### src/rtl/tick_gen_mc.sv
// tick_gen_mc: multi-channel programmable tick generator, each channel periodic or one-shot
module tick_gen_mc #(
  parameter int CH_N = 4,
  parameter int CNT_W = 26,
  parameter int DIV_RST = 50000000,
  localparam int CH_W = (CH_N > 1) ? $clog2(CH_N) : 1
) (
  input  logic             clk,
  input  logic             reset,
  input  logic [CH_N-1:0]  en,
  input  logic [CH_N-1:0]  mode,
  input  logic             sync_clr,
  input  logic             load,
  input  logic [CH_W-1:0]  load_ch,
  input  logic [CNT_W-1:0] load_div,
  output logic [CH_N-1:0]  imp,
  output logic [CH_N-1:0]  busy
);
  typedef enum logic [1:0] {IDLE, RUN, DONE} state_t;
  state_t           state_q [CH_N];
  state_t           state_d [CH_N];
  logic [CNT_W-1:0] div_q [CH_N];
  logic [CNT_W-1:0] div_d [CH_N];
  logic [CNT_W-1:0] cnt_q [CH_N];
  logic [CNT_W-1:0] cnt_d [CH_N];
  logic [CNT_W-1:0] div_eff [CH_N];
  logic [CH_N-1:0]  mode_q, mode_d, at_end, wr;
  always_comb begin
    for (int i = 0; i < CH_N; i++) begin
      div_eff[i] = (div_q[i] == '0) ? CNT_W'(1) : div_q[i];
      at_end[i] = cnt_q[i] == div_eff[i] - CNT_W'(1);
      imp[i] = (state_q[i] == RUN) && at_end[i];
      busy[i] = state_q[i] == RUN;
      wr[i] = load && (load_ch == CH_W'(i));
    end
  end
  // cnt defaults to zero: every path except a plain count step restarts the phase
  always_comb begin
    for (int i = 0; i < CH_N; i++) begin
      div_d[i] = wr[i] ? load_div : div_q[i];
      mode_d[i] = mode_q[i];
      state_d[i] = state_q[i];
      cnt_d[i] = '0;
      if (!en[i])
        state_d[i] = IDLE;
      else if (state_q[i] == IDLE) begin
        state_d[i] = RUN;
        mode_d[i] = mode[i];
      end else if (state_q[i] == RUN) begin
        if (imp[i] && mode_q[i])
          state_d[i] = DONE;
        else if (!wr[i] && !sync_clr && !at_end[i])
          cnt_d[i] = cnt_q[i] + CNT_W'(1);
      end
    end
  end
  always_ff @(posedge clk or posedge reset) begin
    if (reset) begin
      for (int i = 0; i < CH_N; i++) begin
        state_q[i] <= IDLE;
        div_q[i] <= CNT_W'(DIV_RST);
        cnt_q[i] <= '0;
      end
      mode_q <= '0;
    end else begin
      for (int i = 0; i < CH_N; i++) begin
        state_q[i] <= state_d[i];
        div_q[i] <= div_d[i];
        cnt_q[i] <= cnt_d[i];
      end
      mode_q <= mode_d;
    end
  end
endmodule

### config.mk
export PLATFORM = sky130hd
export DESIGN_NAME = tick_gen_mc
export DESIGN_NICKNAME = d
export VERILOG_FILES = /design/src/rtl/tick_gen_mc.sv
export SDC_FILE = /design/constraint.sdc
export NUM_CORES = 1
export LEC_CHECK = 0
export CAP_MARGIN = 10
export CORE_MARGIN = 4
export CORE_UTILIZATION = 66
export CTS_BUF_LIST = sky130_fd_sc_hd__clkbuf_8
export DETAILED_ROUTE_END_ITERATION = 6
export GPL_TIMING_DRIVEN = 0
export PLACE_DENSITY = 0.86
export SYNTH_ARGS = -nofsm -noshare
export SYNTH_HDL_FRONTEND = slang
export SYNTH_SLANG_ARGS = --single-unit
### constraint.sdc
create_clock -name clk -period 15.15 [get_ports clk]
set_input_delay 1.515 -clock clk [delete_from_list [all_inputs] [get_ports clk]]
set_output_delay 1.515 -clock clk [all_outputs]
set_load 0.01 [all_outputs]
==> results of run 1 <==
==> worst max-delay path by stage <==
stage               slack (ns)  startpoint  cells past startpoint   endpoint
finish                    7.87   div_q[45]                     15     imp[2]
global route              7.65   div_q[45]                     15     imp[2]
CTS                       7.88   div_q[45]                     15     imp[2]
detailed placement        8.56   div_q[45]                     15     imp[2]
global placement          5.13       reset                      2  cnt_q[97]
floorplan                 7.69       reset                      1   cnt_q[0]
==> state kept, by name, indices dropped and copies added (netlist names) <==
| name | cells |
|---|---|
| cnt_q | 104 |
| state_q | 8 |
| mode_q | 4 |
| div_q | 104 |
==> power by group <==
group | internal [W] | total [W] | switching [W]
Clock | 0.000441 | 0.000711 | 0.000270
Sequential | 0.000663 | 0.000746 | 0.0000834
Combinational | 0.000151 | 0.000328 | 0.000177
==> critical path: stages (launching register included) <==
cell and delay, ns:
dfstp_2 0.59, or3_1 0.12, clkbuf_1 0.27, nor3_1 0.15, and3_1 0.24, nor2_1 0.10, ha_1 0.23, or4b_2 0.70
nor4_2 0.43, mux2_2 0.39, mux2i_1 0.15, a21oi_1 0.14, a311o_1 0.37, nor4_4 0.55, and2_1 0.22, clkdlybuf4s50_1 0.53
==> layout by cell type (no fill, tap or decap), types with 29 or more instances in the layout <==
cell | Yosys | routed
and3_1 | 35 | 35
clkbuf_1 | 40 | 40
clkbuf_8 | 0 | 54
clkdlybuf4s50_1 | 0 | 47
dfrtp_1 | 172 | 172
dfstp_2 | 48 | 48
mux2_2 | 109 | 109
nand2_1 | 90 | 90
nand3_1 | 52 | 52
nand4_1 | 29 | 29
nor2_1 | 143 | 143
nor3_1 | 66 | 66
nor4_1 | 32 | 32
xnor2_1 | 101 | 101
xor2_1 | 107 | 107
==> kinds of logic (layout without fill, tap and decap cells) <==
group,Yosys count,count (layout),share of synthesized area [%]
and+or+nand+nor,610,610,25.0
DFF,220,220,41.1
xor gates and xnor gates,208,208,13.5
AOI/OAI and AO/OA,136,136,6.94
muxes,124,124,10.2
buffers and inverters,73,195,2.57
adders and majority gates,8,8,0.740
==> final cells by class <==
cell class | count | area share [%]
plain buffers | 49 | 1.67
clock buffers | 54 | 4.83
clock inverters | 20 | 1.83
inverters | 24 | 0.634
multi-input cells | 1086 | 49.5
flip-flops and latches | 220 | 36.1
well taps | 270 | 2.19
repair buffers | 48 | 3.23
==> metrics by stage <==
stage / power (W) / setup slack (ns) / hold WS [ns] / std cells / cell area [µm²]
global route: 0.00185 / 7.65 / 0.497 / 1771 / 15400
global placement: 0.00105 / 5.13 / 0.456 / 1696 / 14300
detailed placement: 0.00107 / 8.56 / 0.474 / 1697 / 14400
floorplan: 0.000968 / 7.69 / 0.434 / 1379 / 13500
CTS: 0.00178 / 7.88 / 0.483 / 1771 / 15400
finish: 0.00178 / 7.87 / 0.482 / 1771 / 15400
==> per-layer routing <==
metal  part of all wire (%)  GRT usage (%)  vias up
met5                  0.038              0        -
met4                    4.9           14.9        2
met3                    5.6           4.70      123
met2                     47           49.7      385
met1                     42           40.6     5412
li1                       -              -     5124
==> metrics, run 1 <==
antenna violations before repair 1; VDD IR-drop max 0.0731 mV; crit path DAT 5.76 ns; Post-synth top cells dfrtp_1, nor2_1, mux2_2; min cycle time layout 7.28 ns; Hold Path Class reg -> reg; Clock transition at path regs 0.07 ns; synthesized area per cell 9.81 µm²; Worst Setup End Kind primary output; Hold Path Origin mode_q[3]; unrepaired setup endpoints after global routing false; post-synth top area cell dfrtp_1; most frequent cell after synthesis dfrtp_1; Reg2Reg Setup Slack 10.27 ns; # fillers 1327; actual slew at the worst max-slew pin 1.10 ns; DP Wirelength 24.1 mm; Post-synth EDFFs 0; area of the multi-input gates 7620 µm²; H-tree levels 2; post-synthesis net count 1427; setup_tns 0 ns; Longest Clk Path Bufs 3; cells on worst reg2reg path 15; clock root buffer master clkbuf_8; Hold Path Sink state_q[0]; Via Count 11046; CTS Sinks 220; core footprint 20200 µm²; max-cap violations 0; GRT Overall Usage 30.7%; fraction of registers with async set/reset 100%; CTS tree done; Max Fanout on Critical Path 10; r2r startpoint div_q[45]; Post-CTS Hold Fix Bufs 0; Remaining DRCs 0; P per Cell Area 116 nW/µm²; post-synth top area share 31.8%; DRT Pass-1 Iters 6; io pins 48; drt wl/cell 19.5 µm; Via density 6.24; P&R area growth vs syn 13.8%; Syn. warnings 0; Setup Buffers After CTS 0; final hold violations 0; Remaining Overflow, GRT 0; Mapped Cells 1379; 1st-iter DRT viols 925; LEAKAGE 5.93 nW; register bit count reported by yosys 220; Fmax 137 MHz; first-pass GRT wire length 56.1 mm; commonest register cell after synthesis dfrtp_1; critical path data required time 13.64 ns; share of cells above drive strength 1 19.3%; Port Buffer Count 47; Startpoint Class register; maximum number of pins on one net before global-route repair 131; Netlist Area Pre-Place 13500 µm²; WHS Path Cells 1; clk_skew 0.0279 ns; worst skew pair latency 0.57 ns; vias in the first global route 11017; Final Max Tran Viols 0; cts repair resizes 0; Final setup viols 0; RR Endpoint cnt_q[50]; FF+latch area 5570 µm²; DRT antenna net count 0; die width 151 µm; aggregate routed wire length 34.6 mm; outcome finished, final reports clean; synth top area cells dfrtp_1, dfstp_2, mux2_2; Num CTS Buffers 40; slew margin rel. 26.1%; Starting Density 67.1%; die height 151 µm; ANT cells 0; routability cong. 0.959; number of core rows 52; fin crit share 48.0%; Final Util 76.4%; fin nets 1517; unique cell type count in the Yosys netlist 75; worst setup path class reg -> out; Seq/Total Area, Yosys 41.1%; die area 22900 µm²
No activity file was read; power rests on OpenSTA's default activity.
==> inputs of run 2 (changes only) <==
--- a/config.mk
+++ b/config.mk
@@ -7,11 +7,11 @@
 export LEC_CHECK = 0
 export CAP_MARGIN = 10
 export CORE_MARGIN = 4
-export CORE_UTILIZATION = 66
+export CORE_UTILIZATION = 58
 export CTS_BUF_LIST = sky130_fd_sc_hd__clkbuf_8
 export DETAILED_ROUTE_END_ITERATION = 6
 export GPL_TIMING_DRIVEN = 0
-export PLACE_DENSITY = 0.86
+export PLACE_DENSITY = 0.8
 export SYNTH_ARGS = -nofsm -noshare
 export SYNTH_HDL_FRONTEND = slang
 export SYNTH_SLANG_ARGS = --single-unit
==> constraint.sdc (replaced) <==
create_clock -name clk -period 6.3 [get_ports clk]
set_input_delay 0.63 -clock clk [delete_from_list [all_inputs] [get_ports clk]]
set_output_delay 0.63 -clock clk [all_outputs]
set_load 0.01 [all_outputs]
==> metrics, run 2 (synthesis gave the netlist of run 1 again) <==
worst skew pair latency 0.54 ns (-0.03 ns); first-pass GRT wire length 54.2 mm (-3.4%); clk_skew 0.0213 ns (-0.00654 ns); final hold violations 0 (unchanged); Startpoint Class register; Longest Clk Path Bufs 3 (unchanged); busiest grt layer met2; number of core rows 55 (+5.8%); Hold Path Class in -> async; Remaining Overflow, GRT 0 (unchanged); Worst Setup End Kind primary output; Final Max Tran Viols 0 (unchanged); worst setup margin 0.393 ns (-7.48 ns); drt wl/cell 18.0 µm (-7.8%); P&R area growth vs syn 13.5%; actual slew at the worst max-slew pin 1.13 ns (+0.0303 ns); Port Buffer Count 47 (unchanged); most frequent cells in the layout dfrtp_1, nor2_1, mux2_2; setup_tns 0 ns (unchanged); Top Registers cnt_q x104, div_q x104, state_q x8; CP startpoint div_q[31]; vias in the first global route 10598 (-3.8%); CTS Sinks 220 (unchanged); die area 25800 µm² (+13%); Post-CTS Hold Fix Bufs 0 (unchanged); share of cells above drive strength 1 18.8% (-0.50 points); Place WS 0.641 ns (-7.92 ns); Worst Path Buf+Inv 3 (+1); Remaining DRCs 0 (unchanged); aggregate routed wire length 32.7 mm (-5.4%); CP top delay family simple AND/OR/NAND/NOR gates; Tot Pwr 0.00392 W (+120%); CP cell instances clkbuf_1 -> or3_1 -> nor3_1 -> and3_1 -> nor2_1 -> ha_1 -> or4b_2 -> nor4_4 -> mux2_2 -> mux2i_1 -> a21oi_1 -> a311o_1 -> nor4_4 -> buf_4 -> and2_1 -> clkdlybuf4s50_1; P per Cell Area 255 nW/µm² (+120%); worst setup path class reg -> out; DRT antenna net count 0 (unchanged); ANT cells 0 (unchanged); critical path data required time 5.67 ns (-7.97 ns); outcome finished, final reports clean; met2 usage 41.7% (-8.0 points); unrepaired setup endpoints after global routing false; core footprint 22800 µm² (+13%); CTS tree done; Worst path depth 16 (+1); Final Util 67.4% (-8.9 points); Fmax 169 MHz; max-cap violations 0 (unchanged); antenna violations before repair 1 (unchanged); fin nets 1522 (+0.33%); maximum number of pins on one net before global-route repair 45 (-66%); DP Wirelength 24.1 mm (about the same); Max Fanout on Critical Path 9 (-1); io pins 48 (unchanged); Worst path slowest cell or4b_2; clock root buffer master clkbuf_8; commonest non-fill, non-tap cell in the layout dfrtp_1; fin crit share 93.8%; Final setup viols 0 (unchanged); VDD IR-drop max 0.137 mV (+87%); # fillers 1758 (+32%); GRT Overall Usage 25.4% (-5.3 points); Clock transition at path regs 0.07 ns (about the same); 1st-iter DRT viols 727 (-21%); crit path DAT 5.28 ns (-0.48 ns); GR Layer Usage met3 4.05% (-0.64 points); die height 161 µm (+6.3%); LEAKAGE 5.93 nW (about the same); routability cong. 0.895 (-6.7%); slew margin rel. 24.0% (-2.0 points); placed cell areas 14500 µm² (+0.99%); DRT Pass-1 Iters 6 (unchanged); r2r startpoint div_q[19]; CP dominant cell by count nor4_4; min cycle time layout 5.91 ns; Reg2Reg Setup Slack 1.69 ns (-8.58 ns); Num CTS Buffers 38 (-5.0%); H-tree levels 2 (unchanged); Starting Density 59.4% (-7.7 points); CP max stage delay 0.72 ns (+0.02 ns); grt met1 use 34.1% (-6.6 points); critical path endpoint imp[2]; Via Count 10884 (-1.5%); die width 161 µm (+6.3%); Via density 5.99 (-4.0%); cells on worst reg2reg path 14 (-1); RR Endpoint cnt_q[24]; fin area 15400 µm² (-0.28%)
==> run 2: cell count changes in the layout (fill, tap and decap cells not counted), sizes merged <==
cell / change
buf: +8
bufinv: -6
clkbuf: -4
clkinv: -4
clkinvlp: -1
inv: +10
==> run 2: cell type report <==
| type | count | area (µm²) | share of cell area, % |
|---|---|---|---|
| buffer | 48 | 254 | 1.65 |
| timing repair buffer | 56 | 613 | 3.99 |
| tap | 313 | 392 | 2.55 |
| clock inverter | 19 | 103 | 0.668 |
| inverter | 24 | 93.8 | 0.611 |
| clock buffer | 51 | 702 | 4.57 |
| multi-input combinational | 1086 | 7630 | 49.7 |
| sequential | 220 | 5570 | 36.2 |
==> run 2: worst min path at each step <==
stage                       to  slack, ns
floorplan           state_q[2]       0.43
global placement    state_q[2]       0.46
detailed placement  state_q[2]       0.47
CTS                   div_q[4]       0.45
global route          div_q[4]       0.48
finish                div_q[4]       0.47
==> run 2: timing repair <==
item | in CTS | in global routing
resized for setup | 0 | 2
endpoints found under the setup margin | 0 | 1
setup buffers | 0 | 3
==> run 2: per-stage QoR <==
stage,hold WS (ns),std cells
after global placement,0.456,1739
after global routing,0.479,1817
after floorplan,0.434,1379
final,0.467,1817
after detailed placement,0.473,1745
after CTS,0.454,1815
==> run 2: power breakdown <==
part	switching, W	total [W]	internal [W]	leakage (nW)
sequential	0.000192	0.00179	0.00159	2.77
combinational	0.000409	0.000776	0.000368	2.69
clock	0.000592	0.00135	0.000762	0.471
total	0.00119	0.00392	0.00272	5.93
==> run 2: metal layers <==
layer	up-vias	part of all wire (%)	routed length (µm)
met5	-	0.040	13
met4	2	3.9	1260
met3	99	5.7	1850
met2	320	47	15500
met1	5315	43	14100
li1	5148	-	-
==> inputs of run 3 (changes only) <==
--- a/config.mk
+++ b/config.mk
@@ -11,7 +11,7 @@
 export CTS_BUF_LIST = sky130_fd_sc_hd__clkbuf_8
 export DETAILED_ROUTE_END_ITERATION = 6
 export GPL_TIMING_DRIVEN = 0
-export PLACE_DENSITY = 0.8
+export PLACE_DENSITY = 0.9
 export SYNTH_ARGS = -nofsm -noshare
 export SYNTH_HDL_FRONTEND = slang
 export SYNTH_SLANG_ARGS = --single-unit
==> metrics, run 3 (synthesis gave the netlist of run 1 again) <==
outcome finished, final reports clean; first-pass GRT wire length 56.5 mm (+4.4%); Final Util 67.3% (-0.15 points); placed cell areas 14500 µm² (unchanged); clock root buffer master clkbuf_8; DRT antenna net count 0 (unchanged); Post-Layout Cell Count 1814 (-0.17%); H-tree levels 2 (unchanged); ANT cells 0 (unchanged); DRT Pass-1 Iters 5 (-1); Max Fanout on Critical Path 8 (-1); unrepaired setup endpoints after global routing false; fin area 15300 µm² (-0.22%); fin nets 1520 (-0.13%); die area 25800 µm² (unchanged); Longest Clk Path Bufs 3 (unchanged); aggregate routed wire length 34.1 mm (+4.3%); Final Max Tran Viols 0 (unchanged); P&R area growth vs syn 13.2%; Fmax 166 MHz (-2.0%); CTS tree done; critical path data required time 5.67 ns (about the same); drt wl/cell 18.8 µm (+4.5%); Placed Cells 1745 (unchanged); Port Buffer Count 47 (unchanged); Worst Setup End Kind primary output; clk_skew 0.0114 ns (-0.00987 ns); max-cap violations 0 (unchanged); Remaining Overflow, GRT 0 (unchanged); worst setup path class reg -> out; share of cells above drive strength 1 18.5% (-0.30 points); Remaining DRCs 0 (unchanged); DP Wirelength 24.7 mm (+2.6%); GRT Overall Usage 26.6% (+1.1 points); final hold violations 0 (unchanged); Post-CTS Hold Fix Bufs 0 (unchanged); worst skew pair latency 0.55 ns (about the same); Num CTS Buffers 37 (-2.6%); Startpoint Class register; antenna violations before repair 0 (-1); slew margin rel. 27.0% (+3.0 points); most frequent cells in the layout dfrtp_1, nor2_1, mux2_2; io pins 48 (unchanged); Starting Density 59.4% (unchanged); Via density 6.07 (+1.4%); vias in the first global route 10873 (+2.6%); Final setup viols 0 (unchanged); core footprint 22800 µm² (unchanged); Hold Path Class reg -> reg; die height 161 µm (unchanged); P per Cell Area 256 nW/µm² (+0.50%); Top Registers cnt_q x104, div_q x104, state_q x8; fin crit share 95.7% (+1.9 points); VDD IR-drop max 0.137 mV (about the same); crit path DAT 5.40 ns (+0.12 ns); LEAKAGE 5.90 nW (-0.42%); number of core rows 55 (unchanged); 1st-iter DRT viols 760 (+4.5%); CTS Sinks 220 (unchanged); Clock transition at path regs 0.07 ns (about the same); Via Count 11020 (+1.2%); die width 161 µm (unchanged); commonest non-fill, non-tap cell in the layout dfrtp_1; actual slew at the worst max-slew pin 1.08 ns (-0.0443 ns); setup_tns 0 ns (unchanged); # fillers 1672 (-4.9%); min cycle time layout 6.03 ns (+0.120 ns); routability cong. 0.941 (+5.2%); maximum number of pins on one net before global-route repair 45 (unchanged)
[run 3: cell type report]
| class | count | area [µm²] | area share, % |
|---|---|---|---|
| flip-flops and latches | 220 | 5570 | 36.3 |
| repair buffers | 54 | 598 | 3.90 |
| inverters | 24 | 93.8 | 0.612 |
| clock buffers | 50 | 688 | 4.49 |
| clock inverters | 18 | 100 | 0.653 |
| well taps | 313 | 392 | 2.56 |
| multi-input cells | 1086 | 7630 | 49.8 |
| plain buffers | 49 | 258 | 1.68 |
[run 3: routing by layer]
metal,track usage (%),wire [µm],up-vias
li1,-,-,5141
met1,35.1,14100,5374
met2,44.3,16600,396
met3,3.93,2020,109
met4,10.5,1430,0
met5,0,0,-
[run 3: worst paths after layout]
kind	startpoint	to	slack, ns	depth (start not counted)
max	div_q[34]	imp[2]	0.27	14
min	mode_q[0]	state_q[6]	0.48	1
max reg2reg	div_q[34]	cnt_q[50]	1.53	15
min reg2reg	mode_q[0]	state_q[6]	0.48	1
max in group asynchronous	reset	cnt_q[23]	4.96	4
min in group asynchronous	reset	div_q[34]	0.53	2
[run 3: through the flow]
stage          setup slack [ns]  power, W  hold slack (ns)
2_1_floorplan              1.72   0.00233            0.434
3_3_place_gp              0.606   0.00252            0.456
3_5_place_dp              0.562   0.00257            0.473
4_1_cts                   0.253   0.00394            0.469
5_1_grt                  0.0472   0.00410            0.494
6_report                  0.273   0.00393            0.480
[run 3: power by group]
part	switching (W)	total, W	internal, W
Combinational	0.000420	0.000789	0.000369
Sequential	0.000197	0.00179	0.00159
Clock	0.000599	0.00135	0.000748
Total	0.00122	0.00393	0.00271
[run 3: worst max-delay path, cell delays in order, from the launching register on]
cell and delay [ns]:
dfrtp_1 0.44, or4_4 0.61, nor4_1 0.84, and3_1 0.34, nor2_1 0.06, ha_1 0.24
or4b_2 0.31, nor4_4 0.08, mux2_2 0.28, mux2i_1 0.13, a21oi_1 0.12, a311o_1 0.38
nor4_4 0.31, and2_1 0.18, clkdlybuf4s50_1 0.53
[run 3: timing repair]
action | CTS | global route
hold endpoints to repair | 0 | 0
setup buffers | 1 | 0
endpoints found under the setup margin | 1 | 1
pin swaps | 1 | 0
gates resized for setup | 0 | 1
